### config.mk
export PLATFORM = sky130hd
export DESIGN_NAME = sig_round_pipe
export DESIGN_NICKNAME = d
export VERILOG_FILES = /design/src/rtl/sig_round_pipe.sv
export SDC_FILE = /design/constraint.sdc
export NUM_CORES = 1
export LEC_CHECK = 0
export ABC_AREA = 1
export CORE_ASPECT_RATIO = 1.1
export CORE_MARGIN = 3
export CORE_UTILIZATION = 53
export DETAILED_ROUTE_END_ITERATION = 7
export GPL_TIMING_DRIVEN = 1
export PLACE_DENSITY = 0.89
export SLEW_MARGIN = 20
export SYNTH_ARGS = -nofsm -noshare
export SYNTH_HDL_FRONTEND = slang
export SYNTH_SLANG_ARGS = --single-unit
### constraint.sdc
create_clock -name clk -period 7.7 [get_ports clk]
set_clock_uncertainty 0.2 [all_clocks]
set_input_delay 1.925 -clock clk [delete_from_list [all_inputs] [get_ports clk]]
set_output_delay 1.925 -clock clk [all_outputs]
set_load 0.01 [all_outputs]
### src/rtl/sig_round_pipe.sv
// Significand normalise-and-round pipeline: 57-bit unrounded fq in, rounded 53-bit significand out.
// Define SIGRND_SKID_EN to add a one-entry input skid buffer with a registered in_ready.
module sig_round_pipe #(
   parameter int EW = 13
) (
   input  logic                 clk,
   input  logic                 rst,
   input  logic                 in_valid,
   output logic                 in_ready,
   input  logic [56:0]          in_fq,
   input  logic signed [EW-1:0] in_exp,
   input  logic                 in_sign,
   input  logic                 in_db,
   input  logic [1:0]           in_rm,
   output logic                 out_valid,
   input  logic                 out_ready,
   output logic [52:0]          out_sig,
   output logic signed [EW-1:0] out_exp,
   output logic                 out_sign,
   output logic                 out_db,
   output logic                 out_inexact
);

   localparam logic [EW-1:0] EXP_ONE = EW'(1);

   typedef struct packed {
      logic [52:0] sig;
      logic        carry;
      logic        inexact;
   } rnd_t;

   // Bring the leading one to bit 55; a value below 2^54 collapses to zero.
   function automatic logic [55:0] norm_sig(input logic [56:0] fq);
      if (fq[56])      return {fq[56:2], fq[1] | fq[0]};
      else if (fq[55]) return fq[55:0];
      else if (fq[54]) return {fq[54:0], 1'b0};
      else             return '0;
   endfunction

   function automatic logic signed [EW-1:0] norm_exp(input logic [2:0] top,
                                                     input logic signed [EW-1:0] e);
      if (top[2])      return e + EXP_ONE;
      else if (top[1]) return e;
      else if (top[0]) return e - EXP_ONE;
      else             return e;
   endfunction

   function automatic rnd_t round_fn(input logic [55:0] n, input logic db,
                                     input logic [1:0] rm, input logic sign);
      rnd_t        r;
      logic        l, g, s, inc;
      logic [53:0] kd;
      logic [24:0] ks;
      if (db) begin
         l = n[3];  g = n[2];  s = n[1] | n[0];
      end else begin
         l = n[32]; g = n[31]; s = |n[30:0];
      end
      case (rm)
         2'b00:   inc = g & (s | l);
         2'b01:   inc = 1'b0;
         2'b10:   inc = !sign & (g | s);
         default: inc = sign & (g | s);
      endcase
      kd = {1'b0, n[55:3]} + {53'b0, inc};
      ks = {1'b0, n[55:32]} + {24'b0, inc};
      if (db) begin
         r.carry = kd[53];
         r.sig   = kd[53] ? {1'b1, 52'b0} : kd[52:0];
      end else begin
         r.carry = ks[24];
         r.sig   = {(ks[24] ? {1'b1, 23'b0} : ks[23:0]), 29'b0};
      end
      r.inexact = g | s;
      return r;
   endfunction

   logic                 s2_adv, s1_load, acc, src_vld;
   logic [56:0]          src_fq;
   logic signed [EW-1:0] src_exp;
   logic                 src_sign, src_db;
   logic [1:0]           src_rm;

   logic                 vld_p1_q, vld_p1_d;
   logic [55:0]          n_p1_q, n_p1_d;
   logic signed [EW-1:0] exp_p1_q, exp_p1_d;
   logic                 sign_p1_q, sign_p1_d, db_p1_q, db_p1_d;
   logic [1:0]           rm_p1_q, rm_p1_d;

   logic                 vld_p2_q, vld_p2_d;
   logic [52:0]          sig_p2_q, sig_p2_d;
   logic signed [EW-1:0] exp_p2_q, exp_p2_d;
   logic                 sign_p2_q, sign_p2_d, db_p2_q, db_p2_d, inx_p2_q, inx_p2_d;
   rnd_t                 rnd;

   assign s2_adv  = !vld_p2_q || out_ready;
   assign s1_load = !vld_p1_q || s2_adv;

`ifdef SIGRND_SKID_EN
   logic                 rdy_q, sk_vld_q, sk_vld_d;
   logic [56:0]          sk_fq_q, sk_fq_d;
   logic signed [EW-1:0] sk_exp_q, sk_exp_d;
   logic                 sk_sign_q, sk_sign_d, sk_db_q, sk_db_d;
   logic [1:0]           sk_rm_q, sk_rm_d;

   assign in_ready = rdy_q;

   // The skid entry always feeds stage 1 first so beat order is preserved.
   always_comb begin
      acc       = in_valid && rdy_q;
      src_vld   = sk_vld_q || acc;
      src_fq    = sk_vld_q ? sk_fq_q   : in_fq;
      src_exp   = sk_vld_q ? sk_exp_q  : in_exp;
      src_sign  = sk_vld_q ? sk_sign_q : in_sign;
      src_db    = sk_vld_q ? sk_db_q   : in_db;
      src_rm    = sk_vld_q ? sk_rm_q   : in_rm;
      sk_vld_d  = sk_vld_q ? !s1_load : (acc && !s1_load);
      sk_fq_d   = sk_fq_q;
      sk_exp_d  = sk_exp_q;
      sk_sign_d = sk_sign_q;
      sk_db_d   = sk_db_q;
      sk_rm_d   = sk_rm_q;
      if (!sk_vld_q && acc && !s1_load) begin
         sk_fq_d   = in_fq;
         sk_exp_d  = in_exp;
         sk_sign_d = in_sign;
         sk_db_d   = in_db;
         sk_rm_d   = in_rm;
      end
   end

   always_ff @(posedge clk or posedge rst) begin
      if (rst) begin
         rdy_q     <= 1'b1;
         sk_vld_q  <= 1'b0;
         sk_fq_q   <= '0;
         sk_exp_q  <= '0;
         sk_sign_q <= 1'b0;
         sk_db_q   <= 1'b0;
         sk_rm_q   <= '0;
      end else begin
         rdy_q     <= !sk_vld_d;
         sk_vld_q  <= sk_vld_d;
         sk_fq_q   <= sk_fq_d;
         sk_exp_q  <= sk_exp_d;
         sk_sign_q <= sk_sign_d;
         sk_db_q   <= sk_db_d;
         sk_rm_q   <= sk_rm_d;
      end
   end
`else
   assign in_ready = s1_load;

   always_comb begin
      acc      = in_valid && s1_load;
      src_vld  = acc;
      src_fq   = in_fq;
      src_exp  = in_exp;
      src_sign = in_sign;
      src_db   = in_db;
      src_rm   = in_rm;
   end
`endif

   // Stage 1 boundary: normalise
   always_comb begin
      vld_p1_d  = s1_load ? src_vld : vld_p1_q;
      n_p1_d    = n_p1_q;
      exp_p1_d  = exp_p1_q;
      sign_p1_d = sign_p1_q;
      db_p1_d   = db_p1_q;
      rm_p1_d   = rm_p1_q;
      if (s1_load && src_vld) begin
         n_p1_d    = norm_sig(src_fq);
         exp_p1_d  = norm_exp(src_fq[56:54], src_exp);
         sign_p1_d = src_sign;
         db_p1_d   = src_db;
         rm_p1_d   = src_rm;
      end
   end

   // Stage 2 boundary: round; a zero significand rounds to zero with no inexact
   always_comb begin
      rnd       = round_fn(n_p1_q, db_p1_q, rm_p1_q, sign_p1_q);
      vld_p2_d  = s2_adv ? vld_p1_q : vld_p2_q;
      sig_p2_d  = sig_p2_q;
      exp_p2_d  = exp_p2_q;
      sign_p2_d = sign_p2_q;
      db_p2_d   = db_p2_q;
      inx_p2_d  = inx_p2_q;
      if (s2_adv && vld_p1_q) begin
         sig_p2_d  = rnd.sig;
         exp_p2_d  = exp_p1_q + (rnd.carry ? EXP_ONE : '0);
         sign_p2_d = sign_p1_q;
         db_p2_d   = db_p1_q;
         inx_p2_d  = rnd.inexact;
      end
   end

   always_ff @(posedge clk or posedge rst) begin
      if (rst) begin
         vld_p1_q  <= 1'b0;
         n_p1_q    <= '0;
         exp_p1_q  <= '0;
         sign_p1_q <= 1'b0;
         db_p1_q   <= 1'b0;
         rm_p1_q   <= '0;
         vld_p2_q  <= 1'b0;
         sig_p2_q  <= '0;
         exp_p2_q  <= '0;
         sign_p2_q <= 1'b0;
         db_p2_q   <= 1'b0;
         inx_p2_q  <= 1'b0;
      end else begin
         vld_p1_q  <= vld_p1_d;
         n_p1_q    <= n_p1_d;
         exp_p1_q  <= exp_p1_d;
         sign_p1_q <= sign_p1_d;
         db_p1_q   <= db_p1_d;
         rm_p1_q   <= rm_p1_d;
         vld_p2_q  <= vld_p2_d;
         sig_p2_q  <= sig_p2_d;
         exp_p2_q  <= exp_p2_d;
         sign_p2_q <= sign_p2_d;
         db_p2_q   <= db_p2_d;
         inx_p2_q  <= inx_p2_d;
      end
   end

   assign out_valid   = vld_p2_q;
   assign out_sig     = sig_p2_q;
   assign out_exp     = exp_p2_q;
   assign out_sign    = sign_p2_q;
   assign out_db      = db_p2_q;
   assign out_inexact = inx_p2_q;

endmodule

## Word level (Yosys, flattened, before mapping)

Cells that the tools add are included.

| cells by class | value |
|---|---|
| add/sub/neg operators | 5 |
| equality and inequality tests | 2 |
| mux-type cells | 14 |
| bitwise operators | 7 |
| reduce and logical (&&, ||, !) cells | 10 |

Operator list:

| kind | count |
|---|---|
| 56-bit 2-to-1 mux | 3 |
| 53-bit by 1-bit adder with 54-bit output | 1 |
| 54-bit 2-to-1 mux | 1 |
| 53-bit 2-to-1 mux | 1 |
| 13-bit 2-to-1 mux | 3 |
| 31-bit OR reduction | 1 |
| 24-bit by 1-bit adder with 25-bit output | 1 |
| 24-bit 2-to-1 mux | 1 |
| 13-bit by 1-bit adder with 13-bit output | 1 |
| 13-bit by 1-bit adder with 13-bit output, second input constant | 1 |
| 13-bit by 1-bit subtractor with 13-bit output, second input constant | 1 |
| 1-bit 2-to-1 mux | 4 |
| 1-bit bitwise OR | 4 |
| 1-bit AND | 3 |
| 1-bit logical AND | 3 |
| 1-bit logical NOT | 3 |
| 1-bit case mux with 3 select lines | 1 |
| 2-bit by 1-bit == test with 1-bit output, second input constant | 1 |
| 2-bit == test, second input constant | 1 |
| 2-bit logical NOT | 1 |
| 1-bit logical OR | 2 |

| word-level totals | value |
|---|---|
| register bits after elaboration | 144 |
| input port bits | 78 |
| output and inout bits | 71 |

## Depth between registers and ports, before layout

| logic depth | value |
|---|---|
| depth after elaboration | 10 |
| gate-level depth with buffers | 28 |

## Least setup slack after synthesis

OpenSTA, ideal clock, no wires.

| timing | value |
|---|---|
| kind | input -> output |
| start point | input out_ready |
| end point | output in_ready |
| data arrival time | 2.109 ns |
| required time | 5.575 ns |
| path slack | 3.466 ns |
| stages | 2 |
| cells stage by stage | inv_1 > nand3_1 |

| on the way | value |
|---|---|
| word-level cells in the longest chain between the ends | 2 |

RTL lines:

| item | line | text |
|---|---|---|
| start: declaration | 16 | `input logic out_ready,` |
| 1-bit logical OR | 96 | `assign s2_adv = !vld_p2_q \|\| out_ready;` |
| 1-bit logical OR | 97 | `assign s1_load = !vld_p1_q \|\| s2_adv;` |
| end: declaration | 9 | `output logic in_ready,` |

Every way passes these cells.

## Worst setup path in the final report

Same ends and word-level chain as after synthesis.

==> out/metrics.yaml <==
leakagePower_uw: 0.005094
start_util_pct: 54.90
endpoint_kind: "output port"
dp.cells: 1703
min_from: "out_sig[10]"
synth-edff-count: 0
cts_resized: 0
drt-wirelength-per-cell_um: 18.62
holdPathEnd: "out_sig[10]"
ios: 149
track_usage_pct: 33.11
htreeDepth: 4
synth_top_area_share_pct: 38.01
yosysMostFrequentCell: "nand2_1"
crit_top_cell: "clkdlybuf4s50_1"
wirelength_um: 32290
syn_nets: 1455
fin_nets: 1574
r2r-start: "n_p1_q[5]"
cts_buffer_depth: 2
dr.pass1.iters: 6
slowest_delay_ps: 550
synth_seq_cells: 144
synth_common_cells: "nand2_1, dfrtp_1, o21ai_0"
period_minus_slack_ps: 5226
cts_hold_buf: 0
drt_iter0_drc: 1044
whs_ps: 280.6
maxCapViolCount: 0
ant_nets: 0
core-area_mm2: 0.01727
path_class: "in2out"
total_power_uw: 2835
cts_sinks: 144
syn_inst: 1369
status: "finished clean"
yosysSeqAreaShare_pct: 38.01
chipHeight_um: 146.3
cp_top_family: "buffers and inverters"
slew_viol_final: 0
yosys_warnings: 0
fin_setup_tns_ps: 0
crit_required_ps: 5580
cp_max_fo: 3
drc_errors: 0
regArea_mm2: 0.003603
powerDensity_mw_per_mm2: 242.9
drive_above_1_share_pct: 7.400
startpoint: "out_ready"
synth_area_per_cell_um2: 6.924
via_per_inst: 5.802
synth_top_cell_by_area: "dfrtp_1"
slew_headroom_pct: 25.46
grt_pass1_wl_um: 51340
grt_pass1_vias: 9448
core.rowCount: 50
place.gp.congestion: 0.9710
dieArea_mm2: 0.01953
root_buffer: "clkbuf_16"
multi_input_area_mm2: 0.005176
finalSetupViolCount: 0
clk_latency_ps: 430
cts_tree: "yes"
cts_setup_buffers: 0
synth_cell_types: 42
critical_path.cell_chain: "clkdlybuf4s50_1, inv_1, nand3_1, clkdlybuf4s50_1"
fillers: 1524
fin_ws_ps: 2474
num_antenna_cells: 0
port_buffers: 148
path_buf_inv: 3
die_w_um: 133.5
cts-buffers-inserted: 17
cp-start-kind: "input pin"
cp_data_arrival_time_ps: 3100
final.period_utilization_pct: 67.87
max_freq_ghz: 0.1913
tightestPinTransition_ps: 1118
syn_to_final_growth_pct: 23.13
netlist_area_mm2: 0.009479
hold_path_class: "reg2reg"
synthTopCellsByArea: "dfrtp_1, nand2_1, o21ai_0, a21oi_1, nand3_1"
r2r_end: "out_exp[12]"
fin_cells: 1734
grt_overflow: 0
vias: 10060
rrSetupSlack_ps: 2710
hpwl_um: 24330
ir_worst_vdd_mv: 0.1631
rsz0062_at_grt: "no"
dp_worst_setup_slack_ps: 2465
hold_viol: 0
clkTransAtPathRegs_ps: 60
grt_max_degree: 92
synthFlopType: "dfrtp_1"
critical-path-slowest-cell: "clkdlybuf4s50_1"
antenna_found_initial: 0
reg2regPathDepth: 24
holdPathStages: 2
async_flop_share_pct: 100.0
==> per-stage QoR <==
step | area [um2] | util (%)
detailed placement | 11060 | 64.05
global route | 11670 | 67.59
finish | 11670 | 67.59
global placement | 11060 | 64.05
floorplan | 9479 | -
CTS | 11670 | 67.59
==> state kept, by name, summed over array words and instances, names as in the netlist, 2 cells and up <==
| name | count |
|---|---|
| out_exp | 13 |
| out_sig | 53 |
| n_p1_q | 56 |
| rm_p1_q | 2 |
| exp_p1_q | 13 |
==> layout by cell type (no fill, tap or decap), types with 2 or more instances in the layout <==
master,netlist,layout
nand3_2,3,3
nand4_1,24,24
nand3b_1,3,3
nor2_4,8,8
clkbuf_16,0,17
a21oi_1,130,130
and2_1,3,3
o21ai_0,135,135
nor3_1,15,15
o22ai_1,4,4
inv_2,3,4
nor4_1,6,6
buf_4,0,9
a31oi_1,5,5
dfrtp_1,144,144
nand2_1,384,382
o31ai_1,2,2
nor2_1,117,117
nand2_4,2,2
clkdlybuf4s50_1,0,146
or2_2,2,2
nor2_2,18,18
xor2_1,48,48
a21oi_2,2,2
o21ai_2,20,20
buf_2,6,2
ha_1,8,8
bufinv_16,0,3
nand3_1,91,91
xnor2_1,2,2
clkbuf_8,0,2
clkinvlp_4,0,4
o21ai_1,4,4
inv_1,114,112
nand2_2,6,8
inv_6,0,4
==> per-layer routing <==
| layer | vias up | part of all wire (%) | GRT usage (%) |
|---|---|---|---|
| li1 | 4724 | - | - |
| met1 | 4741 | 41 | 44.97 |
| met2 | 530 | 48 | 53.99 |
| met3 | 66 | 8.7 | 5.858 |
| met4 | 0 | 2.9 | 10.85 |
| met5 | - | 0 | 0 |
==> area by class of cell <==
cell class	count	share of cell area (%)
clock inverter	11	1.329
sequential	144	30.87
clock buffer	20	3.913
inverter	118	3.838
tap	234	2.509
multi-input combinational	1050	44.35
timing repair buffer	157	13.19
==> cells by family (layout without fill, tap and decap cells) <==
| kind of cell | after synthesis | count (layout) | share of synthesized area [%] |
|---|---|---|---|
| adder cells (fa/ha/maj) | 8 | 8 | 1.056 |
| flip-flops | 144 | 144 | 38.01 |
| XOR/XNOR | 50 | 50 | 4.620 |
| AO/OA/AOI/OAI | 308 | 308 | 17.49 |
| buffers and inverters | 175 | 306 | 7.431 |
| AND/OR/NAND/NOR | 684 | 684 | 31.39 |
==> report_power, final <==
group	total [uW]	internal [uW]	switching, uW
logic	885	387	499
clock network	867	529	338
registers	1080	926	156
==> worst register-to-register path, stage by stage (launching register included) <==
cell and delay (ps):
dfrtp_1 420, inv_1 170, nand4_1 160, nor3_1 320, nand2_1 110, nand2_1 90
nand3_1 100, nand2_1 90, nand2_1 100, ha_1 290, ha_1 300, nand3_1 160
inv_1 70, nand2_1 120, inv_2 70, a21oi_1 880, nor2_1 180, ha_1 280
ha_1 270, nand3_1 130, inv_1 60, nand3_1 100, xnor2_1 130, nand2_1 60
nand2_1 70
==> worst max path at each step <==
stage | slack, ps | endpoint | cells past startpoint
after floorplan | 1710 | db_p1_q | 1
after global placement | 2490 | in_ready | 4
after detailed placement | 2470 | in_ready | 4
after CTS | 2460 | in_ready | 4
after global routing | 2420 | in_ready | 4
final | 2470 | in_ready | 4
Note: power is estimated with default switching activity, not from simulation.
